===== src/rtl/ask_uart_pkg.sv =====
// Shared types and constants for the ASK UART transmitter.
// The TX_PARITY_EN macro adds a PARITY state and an 11-bit frame.
package ask_uart_pkg;

    typedef enum logic [2:0] {
        ST_IDLE,
        ST_START,
        ST_DATA,
`ifdef TX_PARITY_EN
        ST_PARITY,
`endif
        ST_STOP
    } ser_state_e;

    localparam int DATA_BITS = 8;
`ifdef TX_PARITY_EN
    localparam int FRAME_BITS = 11;
`else
    localparam int FRAME_BITS = 10;
`endif

    typedef enum logic [1:0] {
        LVL_MIN,
        LVL_MID,
        LVL_MAX
    } ask_lvl_e;

    // Carrier levels for an unsigned W-bit DAC code.
    function automatic int unsigned ask_level(input int unsigned w, input ask_lvl_e lvl);
        case (lvl)
            LVL_MIN: return 32'd0;
            LVL_MAX: return (32'd1 << w) - 32'd1;
            default: return 32'd1 << (w - 32'd1);
        endcase
    endfunction

endpackage


===== src/rtl/axis_ask_uart_tx_if.sv =====
// AXI-Stream byte channel into the ASK UART transmitter.
// The producer holds i_tvalid/i_tdata until i_tready is seen high.
interface axis_ask_uart_tx_if;
    logic [7:0] i_tdata;
    logic       i_tvalid;
    logic       i_tready;

    modport master (output i_tdata, output i_tvalid, input i_tready);
    modport slave  (input i_tdata, input i_tvalid, output i_tready);
endinterface


===== src/rtl/uart_tx_serializer.sv =====
// UART frame serializer: pops the FIFO head in IDLE or on the last STOP cycle, line drops one cycle after the pop.
// No backpressure of its own; it only pops when head_vld is high. TX_PARITY_EN inserts an even-parity bit.
module uart_tx_serializer
    import ask_uart_pkg::*;
#(
    parameter int clkdiv_tx = 100
) (
    input  logic       clk,
    input  logic       rst,
    input  logic       head_vld,
    input  logic [7:0] head_dat,
    output logic       pop,
    output logic       line
);

    localparam int DIV_W = $clog2(clkdiv_tx);
    localparam int IDX_W = $clog2(FRAME_BITS);

    ser_state_e       state, state_nxt;
    logic [DIV_W-1:0] div_cnt, div_nxt;
    logic [IDX_W-1:0] bit_idx, idx_nxt;
    logic [7:0]       shreg, sh_nxt;
    logic             bit_end;
`ifdef TX_PARITY_EN
    logic             par, par_nxt;
`endif

    assign bit_end = (div_cnt == DIV_W'(clkdiv_tx - 1));

    always_ff @(posedge clk or posedge rst) begin
        if (rst) begin
            state   <= ST_IDLE;
            div_cnt <= '0;
            bit_idx <= '0;
            shreg   <= '0;
`ifdef TX_PARITY_EN
            par     <= 1'b0;
`endif
        end else begin
            state   <= state_nxt;
            div_cnt <= div_nxt;
            bit_idx <= idx_nxt;
            shreg   <= sh_nxt;
`ifdef TX_PARITY_EN
            par     <= par_nxt;
`endif
        end
    end

    always_comb begin
        state_nxt = state;
        idx_nxt   = bit_idx;
        sh_nxt    = shreg;
`ifdef TX_PARITY_EN
        par_nxt   = par;
`endif
        pop       = 1'b0;
        line      = 1'b1;
        div_nxt   = (state == ST_IDLE || bit_end) ? '0 : div_cnt + DIV_W'(1);

        case (state)
            ST_IDLE: begin
                if (head_vld) begin
                    pop       = 1'b1;
                    sh_nxt    = head_dat;
`ifdef TX_PARITY_EN
                    par_nxt   = ^head_dat;
`endif
                    idx_nxt   = '0;
                    state_nxt = ST_START;
                end
            end
            ST_START: begin
                line = 1'b0;
                if (bit_end) begin
                    idx_nxt   = bit_idx + IDX_W'(1);
                    state_nxt = ST_DATA;
                end
            end
            ST_DATA: begin
                // LSB first: the shift register always presents the current bit at [0].
                line = shreg[0];
                if (bit_end) begin
                    sh_nxt  = {1'b0, shreg[7:1]};
                    idx_nxt = bit_idx + IDX_W'(1);
                    if (bit_idx == IDX_W'(DATA_BITS)) begin
`ifdef TX_PARITY_EN
                        state_nxt = ST_PARITY;
`else
                        state_nxt = ST_STOP;
`endif
                    end
                end
            end
`ifdef TX_PARITY_EN
            ST_PARITY: begin
                line = par;
                if (bit_end) state_nxt = ST_STOP;
            end
`endif
            ST_STOP: begin
                if (bit_end) begin
                    if (head_vld) begin
                        pop       = 1'b1;
                        sh_nxt    = head_dat;
`ifdef TX_PARITY_EN
                        par_nxt   = ^head_dat;
`endif
                        idx_nxt   = '0;
                        state_nxt = ST_START;
                    end else begin
                        state_nxt = ST_IDLE;
                    end
                end
            end
            default: state_nxt = ST_IDLE;
        endcase
    end

endmodule


===== src/rtl/axis_ask_uart_tx.sv =====
// AXI-Stream bytes -> FIFO -> UART frames -> registered ASK carrier; ask_tx lags the line by one cycle.
// i_tready drops while the FIFO is full or in reset. TX_PARITY_EN selects 8E1 framing.
module axis_ask_uart_tx
    import ask_uart_pkg::*;
#(
    parameter string ask_core_type = "simple",
    parameter int    ask_tx_length = 2,
    parameter int    TX_SIZE       = 4,
    parameter int    clkdiv_tx     = 100,
    parameter int    CARRIER_DIV   = 4
) (
    input  logic                      clk,
    input  logic                      rst,
    axis_ask_uart_tx_if.slave         s_axis,
    output logic [ask_tx_length-1:0]  ask_tx
);

    localparam int W     = ask_tx_length;
    localparam int DEPTH = 1 << TX_SIZE;
    localparam int CNT_W = TX_SIZE + 1;
    localparam int PH_W  = $clog2(CARRIER_DIV);
    localparam logic [W-1:0] LV_MIN  = W'(ask_level(W, LVL_MIN));
    localparam logic [W-1:0] LV_MID  = W'(ask_level(W, LVL_MID));
    localparam logic [W-1:0] LV_MAX  = W'(ask_level(W, LVL_MAX));
    localparam logic [W-1:0] ASK_OFF = (ask_core_type == "model") ? LV_MID : LV_MIN;

    logic [7:0]         mem [DEPTH];
    logic [TX_SIZE-1:0] wr_ptr, rd_ptr;
    logic [CNT_W-1:0]   count;
    logic               full, wr, pop, line;
    logic [PH_W-1:0]    phase;
    logic [W-1:0]       ask_nxt;

    assign full            = (count == CNT_W'(DEPTH));
    assign s_axis.i_tready = !rst && !full;
    assign wr              = s_axis.i_tvalid && s_axis.i_tready;

    always_ff @(posedge clk or posedge rst) begin
        if (rst) begin
            wr_ptr <= '0;
            rd_ptr <= '0;
            count  <= '0;
        end else begin
            if (wr)  wr_ptr <= wr_ptr + TX_SIZE'(1);
            if (pop) rd_ptr <= rd_ptr + TX_SIZE'(1);
            case ({wr, pop})
                2'b10:   count <= count + CNT_W'(1);
                2'b01:   count <= count - CNT_W'(1);
                default: count <= count;
            endcase
        end
    end

    // Storage needs no reset: a reset clears count, so stale entries are never read.
    always_ff @(posedge clk) begin
        if (wr) mem[wr_ptr] <= s_axis.i_tdata;
    end

    uart_tx_serializer #(.clkdiv_tx(clkdiv_tx)) u_ser (
        .clk      (clk),
        .rst      (rst),
        .head_vld (count != '0),
        .head_dat (mem[rd_ptr]),
        .pop      (pop),
        .line     (line)
    );

    always_ff @(posedge clk or posedge rst) begin
        if (rst)                                 phase <= '0;
        else if (phase == PH_W'(CARRIER_DIV-1))  phase <= '0;
        else                                     phase <= phase + PH_W'(1);
    end

    if (ask_core_type == "model") begin : g_model
        logic [1:0] quarter;
        assign quarter = 2'(phase / PH_W'(CARRIER_DIV / 4));
        always_comb begin
            ask_nxt = LV_MID;
            if (!line) begin
                case (quarter)
                    2'd1:    ask_nxt = LV_MAX;
                    2'd3:    ask_nxt = LV_MIN;
                    default: ask_nxt = LV_MID;
                endcase
            end
        end
    end else begin : g_simple
        always_comb begin
            ask_nxt = LV_MIN;
            if (!line && phase < PH_W'(CARRIER_DIV / 2)) ask_nxt = LV_MAX;
        end
    end

    always_ff @(posedge clk or posedge rst) begin
        if (rst) ask_tx <= ASK_OFF;
        else     ask_tx <= ask_nxt;
    end

endmodule


===== src/flat_wrapper.sv =====
// flat-port wrapper written by rule: the top's interface ports become plain ports
module axis_ask_uart_tx_flat import ask_uart_pkg::*;
#(
    parameter string ask_core_type = "      ",
    parameter int    ask_tx_length = 2,
    parameter int    TX_SIZE       = 4,
    parameter int    clkdiv_tx     = 100,
    parameter int    CARRIER_DIV   = 4
)
  (clk, rst, ask_tx, s_axis_i_tdata, s_axis_i_tvalid, s_axis_i_tready);
  axis_ask_uart_tx_if s_axis_i ();
  input  logic clk;
  input  logic rst;
  output logic [ask_tx_length-1:0] ask_tx;
  input wire logic [$bits(s_axis_i.i_tdata)-1:0] s_axis_i_tdata;
  input wire logic [$bits(s_axis_i.i_tvalid)-1:0] s_axis_i_tvalid;
  output wire logic [$bits(s_axis_i.i_tready)-1:0] s_axis_i_tready;
  assign s_axis_i.i_tdata = s_axis_i_tdata;
  assign s_axis_i.i_tvalid = s_axis_i_tvalid;
  assign s_axis_i_tready = s_axis_i.i_tready;
  axis_ask_uart_tx #(.ask_core_type(ask_core_type), .ask_tx_length(ask_tx_length), .TX_SIZE(TX_SIZE), .clkdiv_tx(clkdiv_tx), .CARRIER_DIV(CARRIER_DIV)) u_core (.clk(clk), .rst(rst), .s_axis(s_axis_i), .ask_tx(ask_tx));
endmodule

===== config.mk =====
export PLATFORM = sky130hd
export DESIGN_NAME = axis_ask_uart_tx_flat
export DESIGN_NICKNAME = d
export VERILOG_FILES = /design/src/rtl/ask_uart_pkg.sv /design/src/rtl/axis_ask_uart_tx_if.sv /design/src/rtl/uart_tx_serializer.sv /design/src/rtl/axis_ask_uart_tx.sv /design/src/flat_wrapper.sv
export SDC_FILE = /design/constraint.sdc
export NUM_CORES = 1
export LEC_CHECK = 0
export ABC_AREA = 1
export BUFFER_PORTS_ARGS = -buffer_cell sky130_fd_sc_hd__buf_2
export CAP_MARGIN = 10
export CORE_MARGIN = 2
export CORE_UTILIZATION = 35
export DETAILED_ROUTE_END_ITERATION = 10
export GPL_ROUTABILITY_DRIVEN = 0
export PLACE_DENSITY = 0.53
export SLEW_MARGIN = 20
export SYNTH_ARGS = -nofsm -noshare
export SYNTH_HDL_FRONTEND = slang
export SYNTH_SLANG_ARGS = --single-unit

===== constraint.sdc =====
create_clock -name clk -period 3.07 [get_ports clk]
set_clock_uncertainty 0.1 [all_clocks]
set_input_delay 0.1535 -clock clk [delete_from_list [all_inputs] [get_ports clk]]
set_output_delay 0.1535 -clock clk [all_outputs]
set_load 0.01 [all_outputs]

==> impl_metrics.tcl <==
set metrics [dict create \
    groute.usage.overall_pct 15.5 \
    detailedRoute.firstPassIterationCount 5 \
    period_share_pct 89.2 \
    crit_family "adder cells" \
    cts.sinks 165 \
    drc 0 \
    peak_clock_frequency_supported_by_timing_mhz 365 \
    critPathSlowestCell "sky130_fd_sc_hd__dfrtp_1" \
    buffers_and_inverters_on_the_worst_path 4 \
    min_period_ns 2.74 \
    dr_total_vias 4776 \
    grt_pass1_wl_mm 25.6 \
    fp-row-count 53 \
    htreeDepth 4 \
    netlist-cell-type-count 38 \
    multiplexer_share_of_the_synthesized_area_pct 0 \
    synth.top_cells.by_area "sky130_fd_sc_hd__edfxtp_1 (52%), sky130_fd_sc_hd__dfrtp_1 (12%), sky130_fd_sc_hd__nand2_1 (12%), sky130_fd_sc_hd__nor2_1 (5.3%), sky130_fd_sc_hd__nand3_1 (3.8%)" \
    timing_worst_slew_pin_value_ns 0.902 \
    fin_ws_ns 0.332 \
    placement.setup.worst_slack_ns 0.294 \
    nNetsFinal 778 \
    p_sw_share_pct 25.5 \
    yosys.area_share.xor_xnor_pct 1.17 \
    reg2reg_slack_ns 0.33 \
    report.final.hold_viol_count 0 \
    timing.reg2reg.worst_path_depth 14 \
    antenna_diode_count 0 \
    cpMostUsedCell "sky130_fd_sc_hd__inv_1" \
    final_common_cell "sky130_fd_sc_hd__nand2_1" \
    grt_setup_unrepaired "false" \
    syn-cell-area_mm2 0.00746 \
    max-vdd-ir-drop_v 0.000382 \
    initial_core_util_pct 35.6 \
    drt_iter0_drc 215 \
    share_comb_of_total_power_pct 8.1 \
    core_mm2 0.0210 \
    drive_gt1_share_pct 9.33 \
    layout-area-overhead-vs-synth_pct 11.2 \
    grt_pass1_vias 4620 \
    worst_ep_arrival_time_ns 2.99 \
    timing.critical_path.from_type "flip-flop" \
    yosysSeqAreaShare_pct 63.9 \
    postRouteWirelength_mm 16.3 \
    setup-tns-final_ns 0 \
    worst_slew_margin_rel_pct 39.7 \
    synthesis.nets 763 \
    cts_inserted_buffers 17 \
    gr-total-overflow 0 \
    p_per_area_mw_per_mm2 617 \
    die_height_um 150 \
    yosys.area.top_type "sky130_fd_sc_hd__edfxtp_1" \
    numPortBuffers 13 \
    power_w 0.00512 \
    cellInternalPower_w 0.00381 \
    drv_slew 0 \
    post-synth-top-area-fraction_pct 51.5 \
    final_cell_mix "sky130_fd_sc_hd__nand2_1 (235), sky130_fd_sc_hd__edfxtp_1 (128), sky130_fd_sc_hd__nor2_1 (105), sky130_fd_sc_hd__nand3_1 (56), sky130_fd_sc_hd__inv_1 (52)" \
    clockBufferDepth 2 \
    synth_top_family_by_area "simple AND/OR/NAND/NOR gates" \
    cp_cell_sequence "inv_1 -> ha_1 -> inv_1 -> nand2_1 -> a21oi_4 -> ha_2 -> inv_1 -> fa_1 -> inv_1 -> nand3_1 -> nand2_1 -> a21oi_1 -> o21ai_0 -> xor2_1" \
    minimum_hold_slack_ns 0.0358 \
    worst_hold_startpoint "s_axis_i_tdata[7]" \
    share_seq_of_total_power_pct 51.4 \
    critical_path.max_stage_delay_ns 0.41 \
    setup_viol 0 \
    netSwitchingPower_w 0.00131 \
    pin_count 14 \
    run_status "completed" \
    antenna_left 0 \
    share_clk_of_total_power_pct 40.5 \
    dieWidth_um 150 \
    detailed_place_hpwl_mm 10.0 \
    postSynthRegisterBits 165 \
    finalCoreUtilization_pct 39.6 \
    maxCapViolCount 0 \
    critPathKind "flip-flop to flip-flop" \
    vias_per_cell 4.61 \
    whs_path_depth 1 \
    maximum_number_of_pins_on_one_net_before_global_route_repair 52 \
    synth-compound-area-share_pct 2.67 \
    worstReg2RegEnd "u_core.count[4]$_DFFE_PP0P_" \
    crit_path_end_kind "flip-flop" \
    min-delay-path-class "input pin to flip-flop" \
    cts_tree "yes" \
    power_leakage_nw 3.48 \
    r2r-start "u_core.u_ser.state[0]$_DFFE_PP0P_" \
    cp.required_ns 3.32 \
    syn_avg_cell_area_um2 10.2 \
    postSynthCellCount 733 \
    cts_root_buf "sky130_fd_sc_hd__clkbuf_16" \
    clk_transition_reported_paths_ns 0.07 \
    die_area_mm2 0.0225 \
    crit_path_max_fanout 8 \
    number_of_antenna_violations_at_the_first_check_in_global_routing 0 \
    avgRoutedWirePerCell_um 15.7 \
    yosys.area_share.simple_pct 23.0 \
    synthesis.yosys.warnings 0 \
    synthAdderAreaFrac_pct 3.29 \
    clock_latency_ns 0.43 \
    timing.hold.worst_endpoint "u_core.mem[0][7]$_DFFE_PP_" \
]
how the worst max path moves through the flow:
stage / from / endpoint / slack (ns) / cells after the start
final: u_core.u_ser.state[0]$_DFFE_PP0P_ / u_core.count[4]$_DFFE_PP0P_ / 0.33 / 14
after global routing: u_core.u_ser.state[0]$_DFFE_PP0P_ / u_core.count[4]$_DFFE_PP0P_ / 0.05 / 14
after CTS: u_core.u_ser.state[0]$_DFFE_PP0P_ / u_core.count[4]$_DFFE_PP0P_ / 0.27 / 14
after detailed placement: u_core.u_ser.state[0]$_DFFE_PP0P_ / u_core.count[4]$_DFFE_PP0P_ / 0.29 / 14
after global placement: u_core.u_ser.state[0]$_DFFE_PP0P_ / u_core.count[4]$_DFFE_PP0P_ / 0.33 / 14
after floorplan: rst / u_core.count[4]$_DFFE_PP0P_ / 0.44 / 11
power groups by stage:
stage / Clock, W / Sequential (W) / Combinational, W
5_1_grt: 0.00220 / 0.00265 / 0.000481
6_report: 0.00208 / 0.00263 / 0.000414
2_1_floorplan: 0 / 0.00266 / 0.000285
3_3_place_gp: 0 / 0.00268 / 0.000412
4_1_cts: 0.00210 / 0.00263 / 0.000422
3_5_place_dp: 0 / 0.00268 / 0.000415
synth_stat cells (all sizes together):
library cell	number
inv	58
or2	2
ha	18
o21ai	27
xnor2	1
clkinv	2
dfrtp	37
xor2	9
edfxtp	128
nor2	112
nand3b	1
fa	1
nand2	237
clkbuf	2
nand3	56
nand4	4
a21oi	9
and3	1
nor3b	2
a211oi	1
buf	23
nor3	2
layer usage:
| layer | GRT usage, % | routed length [µm] |
|---|---|---|
| met1 | 21.6 | 7780 |
| met2 | 24.4 | 7620 |
| met3 | 2.93 | 624 |
| met4 | 5.24 | 250 |
| met5 | 0 | 0 |
sequential cells by signal, summed over array words and instances, names as in the netlist:
register	count
u_core.ask_tx	1
u_core.wr_ptr	4
u_core.count	5
u_core.u_ser.shreg	8
u_core.phase	2
u_core.u_ser.bit_idx	4
u_core.rd_ptr	4
u_core.u_ser.state	2
u_core.mem	128
u_core.u_ser.div_cnt	7
per-stage QoR:
| stage | cell area (µm²) | instances |
|---|---|---|
| final | 8300 | 1036 |
| after global routing | 8300 | 1036 |
| after CTS | 8300 | 1036 |
| after detailed placement | 7710 | 1002 |
| after global placement | 7710 | 1002 |
| after floorplan | 7460 | 733 |
kinds of logic after synthesis:
group | Yosys count
xor+xnor | 10
compound gates | 37
fa+ha+maj | 19
simple gates | 417
flops | 165
buf+inv | 85
repair_timing:
action / in CTS / in global routing
hold endpoints to repair: 38 / 0
resized for setup: 0 / 1
hold buffers: 2 / 0
setup buffers: 0 / 0
endpoints found under the setup margin: 0 / 1
final cells by class:
cell class                 instances  area (µm²)
fill                            2104       12700
sequential                       165        4770
multi-input combinational        483        2250
clock buffer                      18         429
tap                              275         344
inverter                          60         239
clock inverter                    14         140
timing repair buffer              21         130
Power figures use the tool's default switching activity.
